File: config.mk
export PLATFORM = sky130hd
export DESIGN_NAME = arbitro_mux_8bits
export DESIGN_NICKNAME = d
export VERILOG_FILES = /design/src/rtl/arbitro_mux_8bits.sv
export SDC_FILE = /design/constraint.sdc
export NUM_CORES = 1
export LEC_CHECK = 0
export ABC_AREA = 1
export CAP_MARGIN = 20
export CORE_ASPECT_RATIO = 0.8
export CORE_MARGIN = 1.5
export CORE_UTILIZATION = 38
export DETAILED_ROUTE_END_ITERATION = 10
export GPL_TIMING_DRIVEN = 1
export PLACE_DENSITY_LB_ADDON = 0.2
export SYNTH_ARGS = -nofsm -noshare
export SYNTH_HDL_FRONTEND = slang
export SYNTH_SLANG_ARGS = --single-unit
File: constraint.sdc
create_clock -name clock -period 1.2 [get_ports clock]
set_clock_uncertainty 0.05 [all_clocks]
set_input_delay 0.12 -clock clock [delete_from_list [all_inputs] [get_ports clock]]
set_output_delay 0.12 -clock clock [all_outputs]
set_load 0.02 [all_outputs]
File: src/rtl/arbitro_mux_8bits.sv
// Round-robin arbiter for two requesters. It owns the select of a shared 8-bit 2:1 mux and registers the selected byte.
// Optional forced release after TIMEOUT granted cycles when ARBITRO_TIMEOUT_EN is defined.
module arbitro_mux_8bits #(
   parameter  int unsigned TIMEOUT = 16,
   localparam int unsigned DADO_W  = 8
) (
   input  logic              clock,
   input  logic              reset_n,
   input  logic              req1,
   input  logic              req2,
   input  logic              libera1,
   input  logic              libera2,
   input  logic [DADO_W-1:0] dado1,
   input  logic [DADO_W-1:0] dado2,
   output logic              gnt1,
   output logic              gnt2,
   output logic              controle,
   output logic [DADO_W-1:0] saida,
   output logic              saida_valida,
   output logic              erro_timeout
);

   typedef enum logic [1:0] {
      OCIOSO   = 2'd0,
      CONCEDE1 = 2'd1,
      CONCEDE2 = 2'd2
   } estado_t;

   estado_t estado;
   logic    ultimo2;     // 1: requester 2 was the last one served
   logic    limite_c;
   logic    solta1_c, solta2_c;
   logic    revoga1_c, revoga2_c;
   logic    fim1_c, fim2_c;

   if (TIMEOUT < 2 || TIMEOUT > 255) begin : g_timeout_invalido
      $error("TIMEOUT must be within 2..255");
   end

   // A voluntary release (libera or dropped request) always wins over the timeout
   assign solta1_c  = gnt1 & (libera1 | ~req1);
   assign solta2_c  = gnt2 & (libera2 | ~req2);
   assign revoga1_c = gnt1 & ~solta1_c & limite_c;
   assign revoga2_c = gnt2 & ~solta2_c & limite_c;
   assign fim1_c    = solta1_c | revoga1_c;
   assign fim2_c    = solta2_c | revoga2_c;

`ifdef ARBITRO_TIMEOUT_EN
   localparam int unsigned CNT_W = $clog2(TIMEOUT + 1);

   logic [CNT_W-1:0] contador;
   logic             entra_c;

   assign limite_c = (contador == CNT_W'(TIMEOUT - 1));
   assign entra_c  = ((estado == OCIOSO) & (req1 | req2)) | (fim1_c & req2) | (fim2_c & req1);

   // Granted-cycle counter; restarts on every new grant, including handovers
   always_ff @(posedge clock) begin
      if (!reset_n) begin
         contador     <= '0;
         erro_timeout <= 1'b0;
      end else begin
         erro_timeout <= revoga1_c | revoga2_c;
         if (entra_c) begin
            contador <= '0;
         end else if (gnt1 | gnt2) begin
            contador <= contador + CNT_W'(1);
         end
      end
   end
`else
   assign limite_c     = 1'b0;
   assign erro_timeout = 1'b0;
`endif

   // Grant FSM with registered grants and mux select
   always_ff @(posedge clock) begin
      if (!reset_n) begin
         estado   <= OCIOSO;
         gnt1     <= 1'b0;
         gnt2     <= 1'b0;
         controle <= 1'b0;
         ultimo2  <= 1'b1;
      end else begin
         case (estado)
            OCIOSO: begin
               if (req1 && (!req2 || ultimo2)) begin
                  estado   <= CONCEDE1;
                  gnt1     <= 1'b1;
                  controle <= 1'b0;
               end else if (req2) begin
                  estado   <= CONCEDE2;
                  gnt2     <= 1'b1;
                  controle <= 1'b1;
               end
            end
            CONCEDE1: begin
               if (fim1_c) begin
                  ultimo2 <= 1'b0;
                  gnt1    <= 1'b0;
                  if (req2) begin
                     estado   <= CONCEDE2;
                     gnt2     <= 1'b1;
                     controle <= 1'b1;
                  end else begin
                     estado <= OCIOSO;
                  end
               end
            end
            CONCEDE2: begin
               if (fim2_c) begin
                  ultimo2 <= 1'b1;
                  gnt2    <= 1'b0;
                  if (req1) begin
                     estado   <= CONCEDE1;
                     gnt1     <= 1'b1;
                     controle <= 1'b0;
                  end else begin
                     estado <= OCIOSO;
                  end
               end
            end
            default: begin
               estado <= OCIOSO;
               gnt1   <= 1'b0;
               gnt2   <= 1'b0;
            end
         endcase
      end
   end

   // Capture the selected byte on every granted edge
   always_ff @(posedge clock) begin
      if (!reset_n) begin
         saida        <= '0;
         saida_valida <= 1'b0;
      end else if (gnt1 | gnt2) begin
         saida        <= controle ? dado2 : dado1;
         saida_valida <= 1'b1;
      end else begin
         saida_valida <= 1'b0;
      end
   end

endmodule

==> impl_results.html, run 1 <==
<table>
<tr><th>Metric</th><th>Value</th></tr>
<tr><th colspan="2">Setup path</th></tr>
<tr><td>Critical path endpoint category</td><td>register</td></tr>
<tr><td>Kind of launch point of the worst setup path</td><td>register</td></tr>
<tr><td>Required @ worst endpoint</td><td>1.34 ns</td></tr>
<tr><td>Worst endpoint data arrival time</td><td>between 1 and 1.5 ns</td></tr>
<tr><td>Slowest cell on the critical path</td><td>sky130_fd_sc_hd__dfxtp_4</td></tr>
<tr><td>Maximum fanout encountered on the critical timing path</td><td>5</td></tr>
<tr><td>Series of cell instances along the critical path</td><td>inv_6 -&gt; ha_4 -&gt; or2_1 -&gt; a21oi_2 -&gt; nor2_1</td></tr>
<tr><td>CP peak stage delay</td><td>roughly 0.41 ns</td></tr>
<tr><td>Worst Setup Path Type</td><td>register to register</td></tr>
<tr><th colspan="2">GRT</th></tr>
<tr><td>Maximum number of pins on one net before global-route repair</td><td>14</td></tr>
<tr><td>Global-route wire length before repair</td><td>3550 µm</td></tr>
<tr><td>Number of global-route vias before repair</td><td>809</td></tr>
<tr><td>Number of antenna violations at the first check in global routing</td><td>0</td></tr>
<tr><td>Overall global routing resource usage</td><td>0.177</td></tr>
<tr><td>Remaining global-route overflow</td><td>0</td></tr>
<tr><th colspan="2">Clock network</th></tr>
<tr><td>Root Driver</td><td>sky130_fd_sc_hd__clkbuf_4</td></tr>
<tr><td>Number of clock buffers inserted by TritonCTS</td><td>3</td></tr>
<tr><td>H-tree depth</td><td>1</td></tr>
<tr><td>Number of buffers between clock root and the deepest sink</td><td>2</td></tr>
<tr><td>Clk sink count</td><td>15</td></tr>
<tr><td>Clock transition at path regs</td><td>0.09 ns</td></tr>
<tr><td>Clock latency on the worst-skew pair</td><td>roughly 0.28 ns</td></tr>
<tr><td>Clock tree from TritonCTS</td><td>done</td></tr>
<tr><th colspan="2">STA</th></tr>
<tr><td>Total count of max-transition violations in the final report</td><td>0</td></tr>
<tr><td>Minimum setup slack in the final design</td><td>-0.0280 ns</td></tr>
<tr><td>Period Utilization, post-route</td><td>1.02</td></tr>
<tr><td>RSZ-0062 raised after global routing</td><td>yes</td></tr>
<tr><td>Total Negative Setup Slacks</td><td>-0.0578 ns</td></tr>
<tr><td>FMAX</td><td>0.814 GHz</td></tr>
<tr><td>Final setup violation count</td><td>4</td></tr>
<tr><td>Final Hold Fails</td><td>0</td></tr>
<tr><td>Minimum clock period</td><td>between 1 and 1.5 ns</td></tr>
<tr><th colspan="2">Synth</th></tr>
<tr><td>Number of different library cells in the post-synthesis netlist</td><td>20</td></tr>
<tr><td>Count of mapped cells out of synthesis</td><td>116</td></tr>
<tr><td>Main flop type after synthesis</td><td>sky130_fd_sc_hd__dfxtp_1</td></tr>
<tr><td>Synthesis-stage register bit count</td><td>15</td></tr>
<tr><td>Most frequently used cell type in the post-synthesis netlist</td><td>sky130_fd_sc_hd__nand2_1</td></tr>
<tr><td>Largest cells by area after synthesis</td><td>sky130_fd_sc_hd__dfxtp_1 34%, sky130_fd_sc_hd__ha_1 9.8%, sky130_fd_sc_hd__mux2i_1 9.0%</td></tr>
<tr><td>Sequential cell area fraction in the yosys report</td><td>0.337</td></tr>
<tr><td>Top cell type's share of synthesized area</td><td>0.337</td></tr>
<tr><td>Fraction of registers with async set/reset</td><td>0</td></tr>
<tr><td>Library cell with the largest summed area after synthesis</td><td>sky130_fd_sc_hd__dfxtp_1</td></tr>
<tr><td>Post-synthesis instance area</td><td>891 µm²</td></tr>
<tr><td>Number of warnings printed during yosys synthesis</td><td>0</td></tr>
<tr><td>Mean Syn Cell Area</td><td>7.68 µm²</td></tr>
<tr><td>Number of enable-type register cells in the synthesized netlist</td><td>0</td></tr>
<tr><td>Post-synth top cells</td><td>18 x sky130_fd_sc_hd__nand2_1, 15 x sky130_fd_sc_hd__dfxtp_1, 13 x sky130_fd_sc_hd__nand3_1, 13 x sky130_fd_sc_hd__nor2_1, 9 x sky130_fd_sc_hd__inv_1</td></tr>
<tr><td>Net count after synthesis</td><td>145</td></tr>
<tr><th colspan="2">Die</th></tr>
<tr><td>Die outline width</td><td>57.1 µm</td></tr>
<tr><td>Count of pins on the block boundary</td><td>35</td></tr>
<tr><td>Number of placement rows</td><td>15</td></tr>
<tr><td>Initial cell density of the core</td><td>0.409</td></tr>
<tr><td>Die outline height</td><td>46.3 µm</td></tr>
<tr><td>Die Footprint</td><td>roughly 2600 µm²</td></tr>
<tr><td>Core region area</td><td>2180 µm²</td></tr>
<tr><th colspan="2">Place</th></tr>
<tr><td>Global placement routability congestion</td><td>around 0.91</td></tr>
<tr><td>Number of port buffers</td><td>33</td></tr>
<tr><td>Setup slack at placement</td><td>-0.201 ns</td></tr>
<tr><td>Sum of net half-perimeters after detailed placement</td><td>between 1500 and 2000 µm</td></tr>
<tr><td>Placed cell count</td><td>182</td></tr>
<tr><th colspan="2">Cells and area</th></tr>
<tr><td>Non-Filler Instances</td><td>~190</td></tr>
<tr><td>Core Util, Final</td><td>0.645</td></tr>
<tr><td>Fillcell total</td><td>192</td></tr>
<tr><td>Area taken by multi-input logic gates</td><td>583 µm²</td></tr>
<tr><td>Fraction of layout instances using a drive strength above 1</td><td>0.253</td></tr>
<tr><td>Inserted Diodes</td><td>0</td></tr>
<tr><td>Storage element area</td><td>308 µm²</td></tr>
<tr><td>Area added between synthesis and finish</td><td>57.7%</td></tr>
<tr><td>Post-layout nets</td><td>192</td></tr>
<tr><th colspan="2">Pwr</th></tr>
<tr><td>Comb pwr share</td><td>0.625</td></tr>
<tr><td>Pleak</td><td>0.649 nW</td></tr>
<tr><td>Net Sw Power</td><td>1.31 mW</td></tr>
<tr><td>Internal Power</td><td>1.66 mW</td></tr>
<tr><td>Peak VDD IR</td><td>1.40 mV</td></tr>
<tr><td>PwrDens</td><td>about 2100 nW/µm²</td></tr>
<tr><td>Total power</td><td>2.97 mW</td></tr>
<tr><td>Proportion of total power due to net switching</td><td>0.441</td></tr>
<tr><td>Clock power frac</td><td>0.099</td></tr>
<tr><td>Fraction of power consumed by sequential logic</td><td>0.277</td></tr>
<tr><th colspan="2">Route</th></tr>
<tr><td>Number of vias per cell</td><td>about 5</td></tr>
<tr><td>Antenna violation net count after detailed routing</td><td>0</td></tr>
<tr><td>Total Routed Length</td><td>2250 µm</td></tr>
<tr><td>Via count of the routed design</td><td>~940</td></tr>
<tr><td>Post-detailed-route DRC marker count</td><td>0</td></tr>
<tr><td>Violation count after the first detailed-routing iteration</td><td>7</td></tr>
<tr><td>Number of iterations in the first detailed-routing pass</td><td>4</td></tr>
<tr><td>WL per Instance</td><td>12.0 µm</td></tr>
<tr><th colspan="2">Status</th></tr>
<tr><td>Failing checks</td><td>negative setup slack</td></tr>
<tr><td>Status</td><td>finished with violations</td></tr>
<tr><th colspan="2">Flow run</th></tr>
<tr><td>Number of max-cap violations</td><td>0</td></tr>
<tr><th colspan="2">Min path</th></tr>
<tr><td>Worst hold path class</td><td>primary input to register</td></tr>
</table>
==> state kept, by name (all words and copies together), names as in the netlist <==
register,cells
ultimo2,1
gnt2,1
estado,2
controle,1
gnt1,1
saida_valida,1
saida,8
==> critical path, delay by kind of cell (launching register included) <==
family / cells / cell delay (ns)
compound gates: 1 / 0.12
buf+inv: 1 / 0.06
simple gates: 2 / 0.28
fa+ha+maj: 1 / 0.21
flops: 1 / 0.41
==> logic make-up (layout without fill, tap and decap cells) <==
family | count (synthesis) | count (layout) | synth area share
simple gates | 54 | 54 | 0.294
flops | 15 | 15 | 0.337
fa+ha+maj | 7 | 7 | 0.0983
mux | 8 | 8 | 0.0899
buf+inv | 14 | 60 | 0.0786
other cells | 1 | 1 | 0.00421
compound gates | 17 | 17 | 0.0983
==> power groups by stage <==
stage / sequential [mW] / combinational (mW) / clock (mW)
3_5_place_dp: 0.810 / 1.75 / 0
5_1_grt: 0.846 / 2.01 / 0.319
2_1_floorplan: 1.01 / 0.836 / 0
3_3_place_gp: 0.806 / 1.72 / 0
4_1_cts: 0.820 / 1.78 / 0.301
6_report: 0.822 / 1.86 / 0.293
==> routing by layer <==
layer	global-route usage	wire (µm)
met5	0	0
met4	0.0465	33
met3	0.0590	89
met2	0.310	1150
met1	0.212	973
==> worst paths after layout <==
path	startpoint	endpoint	slack, ns	depth (start not counted)
worst max-delay path	estado[1]$_SDFFE_PN0P_	controle$_SDFFE_PN0P_	-0.03	5
worst min-delay path	reset_n	saida_valida$_SDFF_PN0_	0.40	3
worst max register to register	estado[1]$_SDFFE_PN0P_	controle$_SDFFE_PN0P_	-0.03	5
worst min register to register	ultimo2$_SDFFE_PN1P_	ultimo2$_SDFFE_PN1P_	0.42	2
==> layout by cell type (no fill, tap or decap), types with 2 or more instances in the layout <==
cell type | synthesis | final
sky130_fd_sc_hd__o21ai_0 | 8 | 7
sky130_fd_sc_hd__nand3_1 | 13 | 13
sky130_fd_sc_hd__inv_2 | 2 | 4
sky130_fd_sc_hd__clkbuf_4 | 0 | 3
sky130_fd_sc_hd__mux2i_1 | 8 | 8
sky130_fd_sc_hd__clkdlybuf4s50_1 | 0 | 21
sky130_fd_sc_hd__ha_4 | 0 | 3
sky130_fd_sc_hd__nand3_2 | 2 | 2
sky130_fd_sc_hd__dfxtp_1 | 15 | 13
sky130_fd_sc_hd__nand2_2 | 3 | 2
sky130_fd_sc_hd__a21oi_2 | 0 | 3
sky130_fd_sc_hd__inv_6 | 0 | 2
sky130_fd_sc_hd__inv_1 | 9 | 5
sky130_fd_sc_hd__a21oi_1 | 7 | 4
sky130_fd_sc_hd__dfxtp_4 | 0 | 2
sky130_fd_sc_hd__ha_1 | 7 | 3
sky130_fd_sc_hd__nand2_4 | 2 | 3
sky130_fd_sc_hd__nor2_1 | 13 | 12
sky130_fd_sc_hd__nand2_1 | 18 | 18
sky130_fd_sc_hd__dlygate4sd2_1 | 0 | 12
sky130_fd_sc_hd__buf_4 | 2 | 12
sky130_fd_sc_hd__nor2_2 | 2 | 3
==> through the flow <==
| step | hold WS, ns | area (µm²) |
|---|---|---|
| 4_1_cts | 0.388 | 1390 |
| 2_1_floorplan | 0.212 | 896 |
| 3_3_place_gp | 0.394 | 1310 |
| 6_report | 0.398 | 1410 |
| 5_1_grt | 0.418 | 1410 |
| 3_5_place_dp | 0.409 | 1310 |
==> area by class of cell <==
cell class / count / share of cell area
multi-input cells: 87 / 0.415
inverters: 11 / 0.0365
flip-flops and latches: 15 / 0.219
well taps: 25 / 0.0223
repair buffers: 45 / 0.289
clock buffers: 4 / 0.0187
==> repair_timing <==
item | 4_1_cts | 5_1_grt
hold buffers | 0 | 0
pin swaps | 4 | 6
endpoints found under the setup margin | 18 | 6
hold endpoints to repair | 0 | 0
gates cloned | 0 | 0
setup buffers | 1 | 0
gates resized for setup | 26 | 7
Note: power is estimated with default switching activity, not from simulation.
==> inputs of run 2 (changes only) <==
HOLD_SLACK_MARGIN = 0.05   (was unset)
SETUP_SLACK_MARGIN = 0.4   (was unset)
==> run 2 against run 1 <==
Effect of this change: the flow still finishes with violations (negative setup slack); combinational power up 14%; global-route usage up 3.9 points; sequential share of layout area up 0.058 points; die area unchanged; wire length up 14%; count of clock-buffer cells in the layout unchanged; fmax down 2.0%; sequential power up 14%; clock power about the same; core utilization up 4.5 points; largest power group unchanged; critical path depth up 3; non-clock buffer count down 1.
==> impl_results.html, run 2 (synthesis gave the netlist of run 1 again) <==
<table>
<tr><th>Metric</th><th>Value</th></tr>
<tr><th colspan="2">Route</th></tr>
<tr><td>WL per Instance</td><td>13.8 µm (was 12.0 µm)</td></tr>
<tr><td>Total Routed Length</td><td>2570 µm (was 2250 µm)</td></tr>
<tr><td>Via count of the routed design</td><td>965 (was 939)</td></tr>
<tr><td>Antenna violation net count after detailed routing</td><td>0 (unchanged)</td></tr>
<tr><td>Violation count after the first detailed-routing iteration</td><td>10 (was 7)</td></tr>
<tr><td>Number of iterations in the first detailed-routing pass</td><td>4 (unchanged)</td></tr>
<tr><td>Number of vias per cell</td><td>5.19 (was 5.02)</td></tr>
<tr><td>Post-detailed-route DRC marker count</td><td>0 (unchanged)</td></tr>
<tr><th colspan="2">Pwr</th></tr>
<tr><td>PwrDens</td><td>2220 nW/µm² (was 2110 nW/µm²)</td></tr>
<tr><td>Peak VDD IR</td><td>1.69 mV (was 1.40 mV)</td></tr>
<tr><td>Pleak</td><td>0.649 nW (about the same)</td></tr>
<tr><td>Total power</td><td>3.34 mW (was 2.97 mW)</td></tr>
<tr><th colspan="2">Clock network</th></tr>
<tr><td>Clock transition at path regs</td><td>0.09 ns (about the same)</td></tr>
<tr><td>Number of buffers between clock root and the deepest sink</td><td>2 (unchanged)</td></tr>
<tr><td>Clock tree from TritonCTS</td><td>done (unchanged)</td></tr>
<tr><td>Root Driver</td><td>sky130_fd_sc_hd__clkbuf_4 (unchanged)</td></tr>
<tr><td>Clk sink count</td><td>15 (unchanged)</td></tr>
<tr><td>Number of clock buffers inserted by TritonCTS</td><td>3 (unchanged)</td></tr>
<tr><td>Clock latency on the worst-skew pair</td><td>0.29 ns (was 0.28 ns)</td></tr>
<tr><td>H-tree depth</td><td>1 (unchanged)</td></tr>
<tr><th colspan="2">Setup path</th></tr>
<tr><td>Worst Setup Path Type</td><td>primary input to register (was register to register)</td></tr>
<tr><td>Required @ worst endpoint</td><td>1.33 ns (was 1.34 ns)</td></tr>
<tr><td>Kind of launch point of the worst setup path</td><td>primary input (was register)</td></tr>
<tr><td>Worst endpoint data arrival time</td><td>1.38 ns (was 1.37 ns)</td></tr>
<tr><td>Maximum fanout encountered on the critical timing path</td><td>6 (was 5)</td></tr>
<tr><td>Critical path endpoint category</td><td>register (unchanged)</td></tr>
<tr><td>Number of cells on the worst reg-to-reg path</td><td>6 (was 5)</td></tr>
<tr><th colspan="2">Die</th></tr>
<tr><td>Core region area</td><td>2180 µm² (unchanged)</td></tr>
<tr><td>Number of placement rows</td><td>15 (unchanged)</td></tr>
<tr><td>Die outline height</td><td>46.3 µm (unchanged)</td></tr>
<tr><td>Die outline width</td><td>57.1 µm (unchanged)</td></tr>
<tr><td>Die Footprint</td><td>2650 µm² (unchanged)</td></tr>
<tr><td>Count of pins on the block boundary</td><td>35 (unchanged)</td></tr>
<tr><td>Initial cell density of the core</td><td>0.409 (unchanged)</td></tr>
<tr><th colspan="2">Place</th></tr>
<tr><td>Placed cell count</td><td>176 (was 182)</td></tr>
<tr><td>Setup slack at placement</td><td>-0.214 ns (was -0.201 ns)</td></tr>
<tr><td>Global placement routability congestion</td><td>0.906 (about the same)</td></tr>
<tr><td>Sum of net half-perimeters after detailed placement</td><td>1800 µm (was 1760 µm)</td></tr>
<tr><td>Number of port buffers</td><td>33 (unchanged)</td></tr>
<tr><th colspan="2">Cells and area</th></tr>
<tr><td>Area added between synthesis and finish</td><td>68.8% (was 57.7%)</td></tr>
<tr><td>Number of flip-flops in the largest register</td><td>8 (unchanged)</td></tr>
<tr><td>Registers with the highest flip-flop counts</td><td>saida (8), estado (2) (unchanged)</td></tr>
<tr><td>Fillcell total</td><td>184 (was 192)</td></tr>
<tr><td>Post-layout nets</td><td>191 (was 192)</td></tr>
<tr><td>Most common cell after layout, fill and taps aside</td><td>sky130_fd_sc_hd__clkdlybuf4s50_1 (unchanged)</td></tr>
<tr><td>Register containing the most flip-flops in the final layout</td><td>saida (unchanged)</td></tr>
<tr><td>Fraction of layout instances using a drive strength above 1</td><td>0.416 (was 0.253)</td></tr>
<tr><td>Inserted Diodes</td><td>0 (unchanged)</td></tr>
<tr><td>Most frequent cells in the layout</td><td>21 x sky130_fd_sc_hd__clkdlybuf4s50_1, 18 x sky130_fd_sc_hd__nand2_1, 16 x sky130_fd_sc_hd__buf_6 (was 21 x sky130_fd_sc_hd__clkdlybuf4s50_1, 18 x sky130_fd_sc_hd__nand2_1, 13 x sky130_fd_sc_hd__nand3_1, 13 x sky130_fd_sc_hd__dfxtp_1)</td></tr>
<tr><td>Non-Filler Instances</td><td>186 (was 187)</td></tr>
<tr><th colspan="2">Status</th></tr>
<tr><td>Status</td><td>finished with violations (unchanged)</td></tr>
<tr><td>Failing checks</td><td>negative setup slack (unchanged)</td></tr>
<tr><th colspan="2">STA</th></tr>
<tr><td>Minimum clock period</td><td>1.25 ns (was 1.23 ns)</td></tr>
<tr><td>Fin Hold WS</td><td>0.410 ns (was 0.398 ns)</td></tr>
<tr><td>Total count of max-transition violations in the final report</td><td>0 (unchanged)</td></tr>
<tr><td>Period Utilization, post-route</td><td>1.04 (was 1.02)</td></tr>
<tr><td>RSZ-0062 raised after global routing</td><td>yes (unchanged)</td></tr>
<tr><td>Final Hold Fails</td><td>0 (unchanged)</td></tr>
<tr><td>Minimum setup slack in the final design</td><td>-0.0531 ns (was -0.0280 ns)</td></tr>
<tr><td>Final setup violation count</td><td>5 (was 4)</td></tr>
<tr><td>Total Negative Setup Slacks</td><td>-0.143 ns (was -0.0578 ns)</td></tr>
<tr><td>FMAX</td><td>0.798 GHz (was 0.814 GHz)</td></tr>
<tr><th colspan="2">Min path</th></tr>
<tr><td>Worst hold path class</td><td>primary input to register (unchanged)</td></tr>
<tr><td>Depth of the worst hold-timing path</td><td>3 (unchanged)</td></tr>
<tr><th colspan="2">GRT</th></tr>
<tr><td>Number of antenna violations at the first check in global routing</td><td>0 (unchanged)</td></tr>
<tr><td>Remaining global-route overflow</td><td>0 (unchanged)</td></tr>
<tr><td>Maximum number of pins on one net before global-route repair</td><td>14 (unchanged)</td></tr>
<tr><td>Overall global routing resource usage</td><td>0.216 (was 0.177)</td></tr>
<tr><td>Number of global-route vias before repair</td><td>1034 (was 809)</td></tr>
<tr><td>Global-route wire length before repair</td><td>4330 µm (was 3550 µm)</td></tr>
<tr><th colspan="2">Flow run</th></tr>
<tr><td>Number of max-cap violations</td><td>0 (unchanged)</td></tr>
</table>
run 2: cell count changes in the layout (fill, tap and decap cells not counted), sizes merged:
cell / before / now
dlygate4sd2: 12 / 0
buf: 12 / 23
run 2: power breakdown:
group          internal (mW)  switching (mW)
Clock                  0.129           0.165
Sequential             0.748           0.184
Combinational           1.02            1.10
run 2: worst paths after layout:
check | endpoint | from | slack, ns
setup / recovery | controle$_SDFFE_PN0P_ | req1 | -0.05
hold / removal | saida[0]$_SDFFE_PN0P_ | dado1[0] | 0.41
setup reg to reg | controle$_SDFFE_PN0P_ | estado[0]$_SDFFE_PN0P_ | -0.05
hold reg to reg | ultimo2$_SDFFE_PN1P_ | ultimo2$_SDFFE_PN1P_ | 0.42
run 2: per-layer routing:
metal | global-route usage | up-vias | wire length (µm) | part of all wire
met5 | 0 | - | 0 | 0
met4 | 0.0977 | 0 | 37 | 0.014
met3 | 0.0562 | 6 | 101 | 0.039
met2 | 0.414 | 24 | 1390 | 0.54
met1 | 0.228 | 464 | 1040 | 0.40
li1 | - | 471 | - | -
run 2: cell type report:
class	instances	area, µm²	area share
multi-input cells	87	617	0.410
repair buffers	44	443	0.295
flip-flops and latches	15	330	0.220
inverters	11	56.3	0.0374
well taps	25	31.3	0.0208
clock buffers	4	26.3	0.0175
run 2: worst max-delay path, cell delays in order:
cell and delay [ns]:
sky130_fd_sc_hd__clkdlybuf4s50_1 0.63, sky130_fd_sc_hd__nand2_1 0.12, sky130_fd_sc_hd__nand2_1 0.12, sky130_fd_sc_hd__nand2_4 0.10, sky130_fd_sc_hd__nand3_1 0.13, sky130_fd_sc_hd__nand2_1 0.06, sky130_fd_sc_hd__nand2_1 0.06, sky130_fd_sc_hd__nor2_1 0.04
run 2: timing repair:
action / CTS / global route
resized for setup: 97 / 8
hold buffers: 0 / 0
buffers inserted: 5 / 1
endpoints found under the setup margin: 26 / 27
pin swaps: 14 / 3
run 2: stage by stage:
step,util,cell area [µm²]
global placement,0.605,1320
detailed placement,0.605,1320
global route,0.691,1500
finish,0.691,1500
CTS,0.672,1460
floorplan,-,955
==> edit (flow settings as in run 2) <==
Add a define of `ARBITRO_TIMEOUT_EN`.
--- a/src/rtl/arbitro_mux_8bits.sv
+++ b/src/rtl/arbitro_mux_8bits.sv
@@ -1,5 +1,7 @@
 // Round-robin arbiter for two requesters. It owns the select of a shared 8-bit 2:1 mux and registers the selected byte.
 // Optional forced release after TIMEOUT granted cycles when ARBITRO_TIMEOUT_EN is defined.
+`define ARBITRO_TIMEOUT_EN
+
 module arbitro_mux_8bits #(
    parameter  int unsigned TIMEOUT = 16,
    localparam int unsigned DADO_W  = 8
Check against the original RTL: no difference found for any inputs over 10 cycles, from zero or initial values and one cycle with reset_n low; that may be too few to reach the edited logic, so the function may still have changed.
==> edit against run 2 <==
  * The run still ends with negative setup slack left
  * Non-clock buffer count rose by 18
  * Die area increased by 39%
  * Area after synthesis is 42% higher
  * Final area is 39% higher
  * Worst setup slack worse by 330 ps
  * Power rose by 27%
  * Sequential cell count rose by 6
  * Wire length increased by 22%
  * Hold slack improved by 16 ps
  * Critical path type is now flip-flop to flip-flop
  * Largest power group unchanged
==> edit: results (changes against run 2) <==
* Gate Count Post-Synth at 160 (+38%)
* RR Startpoint: contador[1]
* DRT iter0 DRCs at 26 (+16)
* Placed cell areas at 0.00181 mm² (+37%)
* Total GRT Usage at 18.6% (-3.0 points)
* Worst hold path type: flip-flop to flip-flop
* Worst-path fanout max at 2 (-4)
* Synth warn at 0 (unchanged)
* P_int at 2.42 mW (+27%)
* Nets at 250 (+31%)
* Final worst slack at -386 ps (-333 ps)
* Top flop regs: saida: 8 flops, contador: 5 flops, estado: 2 flops
* Reg2reg path depth at 10 (+4)
* Register area share after synthesis at 33.3% (-0.37 points)
* WHS Endpoint: saida[5]
* Vias per inst at 4.81 (-7.2%)
* Status: finished, violations left
* Crit path DAT at 1710 ps (+330 ps)
* Final setup fails at 12 (+7)
* Initial antenna violation count at 0 (unchanged)
* Crit path max-delay cell type: dfxtp_2
* IR drop worst, VDD at 1.08 mV (-36%)
* Worst min-delay path startpoint: saida[5]
* Port-buffer cells at 34 (+3.0%)
* Leak at 0.942 nW (+45%)
* Top cells by area, synth: dfxtp_1 33%, nand3_1 7.5%, mux2i_1 6.3%
* Worst-path clk slew at ~80 ps
* Hold Path Depth at 2 (-1)
* Final Util at 66.9% (-2.1 points)
* Yosys cell types at 25 (+25%)
* DPL Wire Length at 2230 µm (+24%)
* First-pass GRT wire length at 5090 µm (+18%)
* Critical path's largest stage delay at 360 ps (-270 ps)
* Top post-synthesis cells by count: 21 x dfxtp_1, 21 x nand2_1, 19 x inv_1, 19 x nand3_1, 18 x nor2_1
* Syn_nets at 188 (+30%)
* Root Buffer: clkbuf_8
* WL/cell at 12.0 µm (-13%)
* Worst-Skew Late Latency at 270 ps (-20 ps)
* WHS at 426 ps (+15.9 ps)
* Failing checks: negative setup slack
* Routability Congestion at 0.855 (-5.6%)
* Vias in the first global route at 1156 (+12%)
* Share of cells above drive strength 1 at 48.4% (+6.8 points)
* Filler cells at 243 (+32%)
==> edit: cell types whose count changed after synthesis, sizes merged, moves of 2 or more <==
| cell | before | now |
|---|---|---|
| inv | 11 | 23 |
| dfxtp | 15 | 21 |
| nand2 | 23 | 29 |
| nand4 | 0 | 6 |
| nand3 | 15 | 20 |
| nor2 | 15 | 20 |
| buf | 2 | 5 |
| nand3b | 0 | 2 |
| xor2 | 0 | 2 |
==> edit: layout make-up <==
cell class	count	area [µm²]	share of cell area, %
well taps	40	50.0	2.39
clock buffers	3	41.3	1.97
inverters	23	101	4.84
flip-flops and latches	21	444	21.2
multi-input cells	111	850	40.5
repair buffers	62	602	28.7
clock inverters	1	7.51	0.358
==> edit: worst max path at each step <==
stage | slack [ps] | endpoint | startpoint
6_report | -390 | estado[1] | contador[1]
5_1_grt | -490 | contador[0] | contador[0]
4_1_cts | -360 | contador[1] | contador[0]
3_5_place_dp | -360 | gnt1 | contador[1]
3_3_place_gp | -320 | gnt1 | contador[1]
2_1_floorplan | -290 | gnt1 | contador[0]
==> edit: power by group through the flow <==
| stage | registers (mW) | clock network, mW | logic [mW] |
|---|---|---|---|
| 3_3_place_gp | 1.08 | 0 | 2.08 |
| 2_1_floorplan | 1.26 | 0 | 1.20 |
| 4_1_cts | 1.14 | 0.514 | 2.35 |
| 6_report | 1.16 | 0.497 | 2.57 |
| 3_5_place_dp | 1.09 | 0 | 2.10 |
| 5_1_grt | 1.19 | 0.537 | 2.80 |
==> edit: stage by stage <==
step                      setup TNS (ps)  instances  worst slack (ps)
after CTS                          -3870        258              -364
final                              -4070        261              -386
after global routing               -5230        261              -494
after global placement             -3530        247              -320
after detailed placement           -4220        247              -356
after floorplan                    -2580        160              -291
==> edit: kinds of logic (layout without fill, tap and decap cells) <==
logic type               after synthesis  count (layout)  synth area share, %
AO/OA/AOI/OAI                         15              15                 6.55
XOR/XNOR                               3               3                 2.08
adder cells (fa/ha/maj)                6               6                 5.95
buffers and inverters                 29              89                 10.8
flip-flops                            21              21                 33.3
multiplexers                           8               8                 6.35
AND/OR/NAND/NOR                       78              79                 34.9
==> edit: what timing repair did <==
action | in CTS | in global routing
hold buffers | 0 | 0
buffers inserted | 6 | 3
setup endpoints to repair | 34 | 34
cloned | 1 | 0
gates resized for setup | 102 | 23
pin swaps | 14 | 7
==> edit: tightest hold or removal path, stage by stage, from the launching register on <==
cell,delay [ps]
dfxtp_2,340
nand3_2,70
o21ai_2,40
==> edit: metal layers <==
metal / part of all wire (%) / wire length (µm) / GRT usage, % / up-vias
met1: 44 / 1370 / 22.9 / 563
met5: 0 / 0 / 0 / -
met2: 48 / 1500 / 31.5 / 47
met3: 7.1 / 223 / 6.17 / 7
met4: 1.3 / 42 / 5.10 / 0
li1: - / - / - / 639
